## src/rtl/irq_controller_pkg.sv

```systemverilog
// Shared definitions for the interrupt controller: register map and FSM encoding.
package irq_controller_pkg;

   localparam int MAX_SRC = 8;

   typedef logic [1:0] ioAddr_t;

   localparam ioAddr_t ADDR_ENABLE  = 2'd0;
   localparam ioAddr_t ADDR_PENDING = 2'd1;
   localparam ioAddr_t ADDR_ACTIVE  = 2'd2;
   localparam ioAddr_t ADDR_CTRL    = 2'd3;

   typedef enum logic [1:0] {
      IDLE = 2'd0,
      REQ  = 2'd1,
      HOLD = 2'd2
   } irqState_t;

endpackage

```

## src/rtl/irq_controller_if.sv

```systemverilog
// Register bus plus CPU interrupt handshake between a CPU and irq_controller.
interface irq_controller_if;
   import irq_controller_pkg::*;

   ioAddr_t     io_addr;
   logic [7:0]  io_wdata;
   logic        io_we;
   logic        io_re;
   logic [7:0]  io_rdata;
   logic        irq;
   logic [2:0]  irq_id;
   logic        irq_clr;

   modport master (
      output io_addr, io_wdata, io_we, io_re, irq_clr,
      input  io_rdata, irq, irq_id
   );

   modport slave (
      input  io_addr, io_wdata, io_we, io_re, irq_clr,
      output io_rdata, irq, irq_id
   );
endinterface

```

## src/rtl/irq_prio_enc.sv

```systemverilog
// Combinational lowest-index-wins priority encoder with a valid flag.
module irq_prio_enc #(
   parameter int N = 8
) (
   input  logic [N-1:0] req,
   output logic [2:0]   idx,
   output logic         valid
);

   // Scan from the top so the lowest set bit is the last one written.
   always_comb begin
      idx   = '0;
      valid = |req;
      for (int i = N - 1; i >= 0; i--) begin
         if (req[i]) idx = 3'(i);
      end
   end

endmodule

```

## src/rtl/irq_controller.sv

```systemverilog
// Edge-triggered interrupt controller: pending/enable registers, global enable,
// lowest-index arbitration and a REQ/HOLD handshake with the CPU.
module irq_controller
   import irq_controller_pkg::*;
#(
   parameter int NUM_SRC = 8
) (
   input  logic               clk,
   input  logic               reset,
   input  logic [NUM_SRC-1:0] src,
   irq_controller_if.slave    bus
);

   irqState_t          state, stateNext;
   logic [NUM_SRC-1:0] srcDly, enable, pending;
   logic [NUM_SRC-1:0] enableNext, pendingNext, srcEdge, w1cMask, ackClr, idOneHot;
   logic [NUM_SRC-1:0] candidate, candNext;
   logic               gie, gieNext, armed;
   logic [2:0]         irqId, encIdx;
   logic               encValid;
   logic               wrEnable, wrPending, wrCtrl;
   logic [7:0]         rdata, rdataNext;

   assign wrEnable  = bus.io_we && (bus.io_addr == ADDR_ENABLE);
   assign wrPending = bus.io_we && (bus.io_addr == ADDR_PENDING);
   assign wrCtrl    = bus.io_we && (bus.io_addr == ADDR_CTRL);

   // Edge detection is suppressed for the first cycle after reset so a line
   // already high at release is taken as history rather than a new event.
   always_comb begin
      srcEdge = src & ~srcDly & {NUM_SRC{armed}};
      for (int i = 0; i < NUM_SRC; i++) begin
         idOneHot[i] = (irqId == 3'(i));
         ackClr[i]   = (state == REQ) && bus.irq_clr && (irqId == 3'(i));
      end
      w1cMask     = wrPending ? bus.io_wdata[NUM_SRC-1:0] : '0;
      enableNext  = wrEnable ? bus.io_wdata[NUM_SRC-1:0] : enable;
      gieNext     = wrCtrl ? bus.io_wdata[0] : gie;
      pendingNext = (pending & ~(w1cMask | ackClr)) | srcEdge;
      candidate   = pending & enable & {NUM_SRC{gie}};
      candNext    = pendingNext & enableNext & {NUM_SRC{gieNext}};
   end

   irq_prio_enc #(.N(NUM_SRC)) prioEnc (
      .req   (candidate),
      .idx   (encIdx),
      .valid (encValid)
   );

   // Cancel looks at next-cycle candidates so a W1C, mask or GIE write drops
   // irq on the very next cycle.
   always_comb begin
      stateNext = state;
      case (state)
         IDLE: if (encValid) stateNext = REQ;
         REQ: begin
            if (bus.irq_clr)                   stateNext = HOLD;
            else if (!(|(candNext & idOneHot))) stateNext = IDLE;
         end
         HOLD:    stateNext = IDLE;
         default: stateNext = IDLE;
      endcase
   end

   always_ff @(posedge clk or negedge reset) begin
      if (!reset) begin
         state   <= IDLE;
         irqId   <= '0;
         srcDly  <= '0;
         armed   <= 1'b0;
         enable  <= '0;
         pending <= '0;
         gie     <= 1'b0;
      end else begin
         state   <= stateNext;
         srcDly  <= src;
         armed   <= 1'b1;
         enable  <= enableNext;
         pending <= pendingNext;
         gie     <= gieNext;
         if (state == IDLE && encValid) irqId <= encIdx;
      end
   end

   always_comb begin
      rdataNext = '0;
      case (bus.io_addr)
         ADDR_ENABLE:  rdataNext = 8'(enable);
         ADDR_PENDING: rdataNext = 8'(pending);
         ADDR_ACTIVE:  rdataNext = {bus.irq, 4'b0000, irqId};
         ADDR_CTRL:    rdataNext = {7'b0000000, gie};
         default:      rdataNext = '0;
      endcase
   end

   always_ff @(posedge clk or negedge reset) begin
      if (!reset)          rdata <= '0;
      else if (bus.io_re)  rdata <= rdataNext;
   end

   assign bus.io_rdata = rdata;
   assign bus.irq      = (state == REQ);
   assign bus.irq_id   = irqId;

endmodule

```

## src/flat_wrapper.sv

```systemverilog
// flat-port wrapper written by rule: the top's interface ports become plain ports
module irq_controller_flat import irq_controller_pkg::*;
#(
   parameter int NUM_SRC = 8
)
  (clk, reset, src, bus_io_addr, bus_io_wdata, bus_io_we, bus_io_re, bus_irq_clr, bus_io_rdata, bus_irq, bus_irq_id);
  irq_controller_if bus_i ();
  input  logic clk;
  input  logic reset;
  input  logic [NUM_SRC-1:0] src;
  input wire logic [$bits(bus_i.io_addr)-1:0] bus_io_addr;
  input wire logic [$bits(bus_i.io_wdata)-1:0] bus_io_wdata;
  input wire logic [$bits(bus_i.io_we)-1:0] bus_io_we;
  input wire logic [$bits(bus_i.io_re)-1:0] bus_io_re;
  input wire logic [$bits(bus_i.irq_clr)-1:0] bus_irq_clr;
  output wire logic [$bits(bus_i.io_rdata)-1:0] bus_io_rdata;
  output wire logic [$bits(bus_i.irq)-1:0] bus_irq;
  output wire logic [$bits(bus_i.irq_id)-1:0] bus_irq_id;
  assign bus_i.io_addr = bus_io_addr;
  assign bus_i.io_wdata = bus_io_wdata;
  assign bus_i.io_we = bus_io_we;
  assign bus_i.io_re = bus_io_re;
  assign bus_i.irq_clr = bus_irq_clr;
  assign bus_io_rdata = bus_i.io_rdata;
  assign bus_irq = bus_i.irq;
  assign bus_irq_id = bus_i.irq_id;
  irq_controller #(.NUM_SRC(NUM_SRC)) u_core (.clk(clk), .reset(reset), .src(src), .bus(bus_i));
endmodule
```

## config.mk

```make
export PLATFORM = sky130hd
export DESIGN_NAME = irq_controller_flat
export DESIGN_NICKNAME = d
export VERILOG_FILES = /design/src/rtl/irq_controller_pkg.sv /design/src/rtl/irq_controller_if.sv /design/src/rtl/irq_prio_enc.sv /design/src/rtl/irq_controller.sv /design/src/flat_wrapper.sv
export SDC_FILE = /design/constraint.sdc
export NUM_CORES = 1
export LEC_CHECK = 0
export ABC_AREA = 1
export ABC_CLOCK_PERIOD_IN_PS = 2300
export CAP_MARGIN = 20
export CORE_MARGIN = 3
export CORE_UTILIZATION = 56
export DETAILED_ROUTE_END_ITERATION = 16
export PLACE_DENSITY = 0.94
export SYNTH_ARGS = -nofsm -noshare
export SYNTH_HDL_FRONTEND = slang
export SYNTH_SLANG_ARGS = --single-unit
```

## constraint.sdc

```tcl
create_clock -name clk -period 2.3 [get_ports clk]
set_input_delay 0.23 -clock clk [delete_from_list [all_inputs] [get_ports clk]]
set_output_delay 0.23 -clock clk [all_outputs]
set_load 0.01 [all_outputs]
```

==> flow_metrics.tcl, run 1 <==
set metrics [dict create \
    cts_buffers 5 \
    first_pass_iters 5 \
    synthSimpleGateAreaFrac_pct 29.2 \
    sw_frac_of_total_pct 38.8 \
    grt_pass1_vias 1794 \
    vias 1821 \
    finish.utilization_pct 74.9 \
    p_seq_share_pct 45.7 \
    final_cells 330 \
    grt_max_degree 40 \
    crit_family "compound AO/OA/AOI/OAI gates" \
    timing.fmax_mhz 544 \
    cp_max_fo 11 \
    num_rows 20 \
    design_power_total_uw 2200 \
    final_common_cell "nand2_1" \
    grt_pass1_wl_mm 8.28 \
    clock_skew_ns 0.00749 \
    die_w_microns 64.7 \
    syn_area_per_cell_sq_um 7.83 \
    cts-htree-levels 2 \
    clk_pin_slew_ns 0.11 \
    antenna_found_initial 0 \
    core_area_sq_um 3180 \
    ant_nets 0 \
    drt-total-wl_mm 4.79 \
    post-route-period-util_pct 80.0 \
    ys_types 23 \
    antenna_cells 0 \
    hpwl_mm 3.53 \
    slowest_delay_ns 0.52 \
    holdWs_ns 0.336 \
    nets 308 \
    criticalPathCategory "reg2reg" \
    drive_gt1_share_pct 7.34 \
    place_inst 321 \
    hold_violations 0 \
    root_buffer "clkbuf_4" \
    cp-end-kind "register" \
    avgRoutedWirePerCell_microns 14.5 \
    worst_ep_arrival_time_ns 2.05 \
    worst_pin_slew_ns 0.837 \
    status "complete, no violations" \
    critPathRequiredTime_ns 2.51 \
    crit_buf_inv 1 \
    cp_common_cell "o21ai_0" \
    p_per_area_nw_per_um2 923 \
    p_leak_uw 0.00114 \
    start_util_pct 60.6 \
    die_h_microns 64.7 \
    power_frac_clock_pct 18.2 \
    area_growth_pct 23.6 \
    synthCells 246 \
    yosys_warnings 0 \
    path_cells "nand3_1, nand2_1, nor2_1, inv_1, o21ai_0, o21ai_0" \
    syn_nets 269 \
    cts_buffer_depth 2 \
    cts_tree "done" \
    routed_via_density 5.52 \
    combPwrFrac_pct 36.1 \
    finalSetupTns_ns 0 \
    syn_area_sq_um 1930 \
    setup_violations 0 \
    synth_xor_area_share_pct 0 \
    r2r_slack_ns 0.46 \
    synthMuxAreaShare_pct 0 \
    place_congestion 0.871 \
    num_io_pins 35 \
    p_switching_uw 851 \
    min_path_type "in2reg" \
    synth_compound_area_share_pct 12.3 \
    clock_sinks 39 \
    clk-insertion-delay-late_ns 0.35 \
    die-area_sq_um 4180 \
    ys_seq_elements 39 \
    max_cap_violations 0 \
    rsz0062_at_grt "no" \
    synth_top_family_by_area "simple AND/OR/NAND/NOR gates" \
    synth_adder_area_share_pct 0 \
    drc 0 \
    final_cell_mix "nand2_1 (57), dfrtp_1 (39), nor2_1 (38)" \
    port_buffers 34 \
    cp_slowest_cell "dfrtp_1" \
    cp-start-kind "register" \
    overflow 0 \
    fin_crit_ns 1.84 \
    grt_use_total_pct 26.1 \
    drv_slew 0 \
    slew_headroom_pct 44.2 \
    drt-initial-drc-count 199 \
    intPower_uw 1350 \
    ir_worst_vdd_v 0.000576 \
    synth-seq-area-share_pct 50.6 \
]
==> worst paths after layout <==
| path | from | to | cells after the start |
|---|---|---|---|
| max in group asynchronous | reset | u_core.srcDly[6] | 2 |
| worst min register to register | u_core.bus.io_rdata[0] | u_core.bus.io_rdata[0] | 2 |
| worst min-delay path | src[7] | u_core.srcDly[7] | 1 |
| min in group asynchronous | reset | u_core.bus.io_rdata[1] | 2 |
| worst max-delay path | u_core.gie | u_core.bus.irq_id[0] | 6 |
| worst max register to register | u_core.gie | u_core.bus.irq_id[0] | 6 |
==> synthesized netlist by cell type, drive strengths merged <==
master,count,area share (%)
nor4,1,0.32
clkbuf,1,0.19
nand3,19,4.9
o31ai,1,0.39
conb,1,0.19
nor2,39,8.0
a21oi,11,2.9
inv,31,6.0
dfrtp,39,51
nand2,61,13
buf,4,1.4
nand4,9,2.9
a31oi,2,0.65
a221oi,3,1.4
o21bai,1,0.39
nor3b,1,0.39
o21ai,22,6.7
==> per-stage QoR <==
stage | setup slack, ns | cell area, sq um
3_3_place_gp | 0.295 | 2300
4_1_cts | 0.468 | 2380
2_1_floorplan | 0.897 | 1930
5_1_grt | 0.309 | 2380
6_report | 0.461 | 2380
3_5_place_dp | 0.246 | 2300
==> final cells by class <==
class / count / area (sq um)
Clock buffer: 8 / 68.8
Fill cell: 266 / 797
Inverter: 31 / 116
Multi-Input combinational cell: 171 / 805
Sequential cell: 39 / 976
Tap cell: 44 / 55.1
Timing Repair Buffer: 37 / 360
==> registers in the layout, indices dropped and copies added, names as in the netlist <==
name / count
u_core.armed: 1
u_core.bus.io_rdata: 8
u_core.bus.irq_id: 3
u_core.enable: 8
u_core.gie: 1
u_core.pending: 8
u_core.srcDly: 8
u_core.state: 2
==> cells by family (layout without fill, tap and decap cells) <==
kind of cell	count (synthesis)	after routing
buffers and inverters	36	76
DFF	39	39
AOI/OAI and AO/OA	40	40
other	1	1
and+or+nand+nor	130	130
==> layer usage <==
metal  part of all wire [%]  wire length [microns]  track usage [%]  vias up
met4                    4.1                    195             13.7        0
met2                     47                   2230             42.5      111
met1                     40                   1920             32.3      808
li1                       -                      -                -      882
met5                      0                      0                0        -
met3                    9.3                    443             6.07       20
==> repair_timing <==
action | in CTS | in global routing
endpoints found under the hold margin | 39 | 0
hold buffers | 1 | 0
resized for setup | 0 | 0
buffers inserted | 0 | 0
==> power by group through the flow <==
| stage | clock network [uW] | registers, uW | logic (uW) |
|---|---|---|---|
| 2_1_floorplan | 0 | 979 | 462 |
| 3_3_place_gp | 0 | 1000 | 754 |
| 3_5_place_dp | 0 | 1010 | 774 |
| 4_1_cts | 408 | 998 | 785 |
| 5_1_grt | 440 | 1020 | 897 |
| 6_report | 400 | 1000 | 794 |
No activity file was read; power rests on OpenSTA's default activity.
==> run 2: changes to the inputs <==
ABC_CLOCK_PERIOD_IN_PS = 1500   (was 2300)
CORE_UTILIZATION = 47   (was 56)
PLACE_DENSITY = 0.86   (was 0.94)
clock period = 1.5 ns   (was 2.3 ns; I/O delays follow)
==> run 2 against run 1 <==
  * Wire length grew 22%
  * Design area up 18%
  * Non-clock buffer count grew 43
  * Sequential share of layout area decreased by 6.3 points
  * Combinational power is 140% higher
  * Sequential power is 52% higher
  * Critical endpoint is now u_core.state[0]
  * Highest routed layer unchanged
  * Worst hold slack got worse by 0.019 ns
  * Largest cell class unchanged
==> flow_metrics.tcl, run 2 (same netlist as run 1, synthesis figures left out) <==
set metrics [dict create \
    status "complete, no violations" \
    root_buffer "clkbuf_8" \
    criticalPathCategory "reg2reg" \
    p_leak_uw 0.00140 \
    die-area_sq_um 4900 \
    crit_family "simple AND/OR/NAND/NOR gates" \
    cp_slowest_cell "dfrtp_2" \
    hpwl_mm 4.00 \
    routed_via_density 5.44 \
    final_cell_mix "nand2_1 (55), buf_4 (42), dfrtp_1 (36)" \
    cp_common_cell "nand2_1" \
    place_inst 362 \
    vias 2041 \
    grt_max_degree 22 \
    post-route-period-util_pct 97.6 \
    die_w_microns 70.0 \
    path_cells "inv_2, nand3_2, buf_6, nor2_1, o21ai_0, nand2_1, nand2_1, nor2_1, nand2_1, nand2_1, nand2_1" \
    antenna_cells 0 \
    ant_nets 0 \
    core_area_sq_um 3800 \
    start_util_pct 50.7 \
    grt_use_met2_pct 36.4 \
    ir_worst_vdd_v 0.000807 \
    cts_buffer_depth 2 \
    min_path_type "in2reg" \
    final_cells 375 \
    timing.fmax_mhz 683 \
    critPathRequiredTime_ns 1.69 \
    die_h_microns 70.0 \
    drive_gt1_share_pct 27.2 \
    avgRoutedWirePerCell_microns 15.6 \
    clock_sinks 39 \
    place_congestion 0.849 \
    grt.busiest_layer "met2" \
    setup_violations 0 \
    cp_max_fo 7 \
    drc 0 \
    first_pass_iters 4 \
    worst_ep_arrival_time_ns 1.65 \
    clk-insertion-delay-late_ns 0.29 \
    final_common_cell "nand2_1" \
    area_growth_pct 46.4 \
    grtUsageMet3_pct 5.61 \
    fin_crit_ns 1.46 \
    use_met1_pct 31.1 \
    slowest_delay_ns 0.43 \
    finish.utilization_pct 74.3 \
    port_buffers 34 \
    cp-end-kind "register" \
    num_rows 22 \
    cts-htree-levels 2 \
    nets 351 \
    cp-start-kind "register" \
    num_io_pins 35 \
    clk_pin_slew_ns 0.07 \
    overflow 0 \
    grt_use_total_pct 23.2 \
    cts_buffers 5 \
    p_per_area_nw_per_um2 1450 \
    drv_slew 0 \
    clock_skew_ns 0.00409 \
    crit_buf_inv 2 \
    cts_tree "done" \
    drt-total-wl_mm 5.85 \
    drt-initial-drc-count 251 \
    hold_violations 0 \
    antenna_found_initial 0 \
    max_cap_violations 0 \
    grt_pass1_vias 1891 \
    grt_pass1_wl_mm 8.93 \
]
## run 2: area by class of cell
| type | instances | area [sq um] |
|---|---|---|
| Fill cell | 299 | 977 |
| Inverter | 31 | 116 |
| Timing Repair Buffer | 80 | 706 |
| Multi-Input combinational cell | 171 | 887 |
| Clock buffer | 6 | 72.6 |
| Sequential cell | 39 | 980 |
| Tap cell | 48 | 60.1 |
## run 2: metal layers
| layer | part of all wire, % | wire length, microns |
|---|---|---|
| met3 | 8.6 | 503 |
| met2 | 49 | 2840 |
| met5 | 0 | 0 |
| met4 | 2.6 | 150 |
| met1 | 40 | 2350 |
## run 2: worst paths after layout
kind / startpoint / end / slack (ns) / cells past startpoint
setup / recovery: u_core.state[1] / u_core.state[0] / 0.04 / 11
hold / removal: src[7] / u_core.srcDly[7] / 0.32 / 1
setup reg to reg: u_core.state[1] / u_core.state[0] / 0.04 / 11
hold reg to reg: u_core.bus.io_rdata[1] / u_core.bus.io_rdata[1] / 0.49 / 2
max in group asynchronous: reset / u_core.state[1] / 0.63 / 3
min in group asynchronous: reset / u_core.bus.io_rdata[3] / 0.34 / 2
## run 2: timing repair
item                       4_1_cts  5_1_grt
pin swaps                        0        5
setup endpoints to repair        7        7
hold endpoints to repair        19        0
gates resized for setup          9       37
hold buffers                     1        0
setup buffers                    3        3
## run 2: power breakdown
part | switching, uW | internal (uW)
clock | 349 | 310
combinational | 994 | 926
sequential | 228 | 1290
total | 1570 | 2530
## run 2: metrics by stage
| stage | total power (uW) | setup WS, ns | setup TNS [ns] | hold WS, ns | area, sq um |
|---|---|---|---|---|---|
| 2_1_floorplan | 2210 | 0.0966 | 0 | -0.146 | 1930 |
| 3_3_place_gp | 3110 | -0.256 | -1.79 | 0.125 | 2580 |
| 3_5_place_dp | 3140 | -0.296 | -2.33 | 0.136 | 2580 |
| 4_1_cts | 3850 | 0.00876 | 0 | 0.316 | 2700 |
| 5_1_grt | 4340 | -0.0715 | -0.0943 | 0.308 | 2820 |
| 6_report | 4100 | 0.0363 | 0 | 0.317 | 2820 |
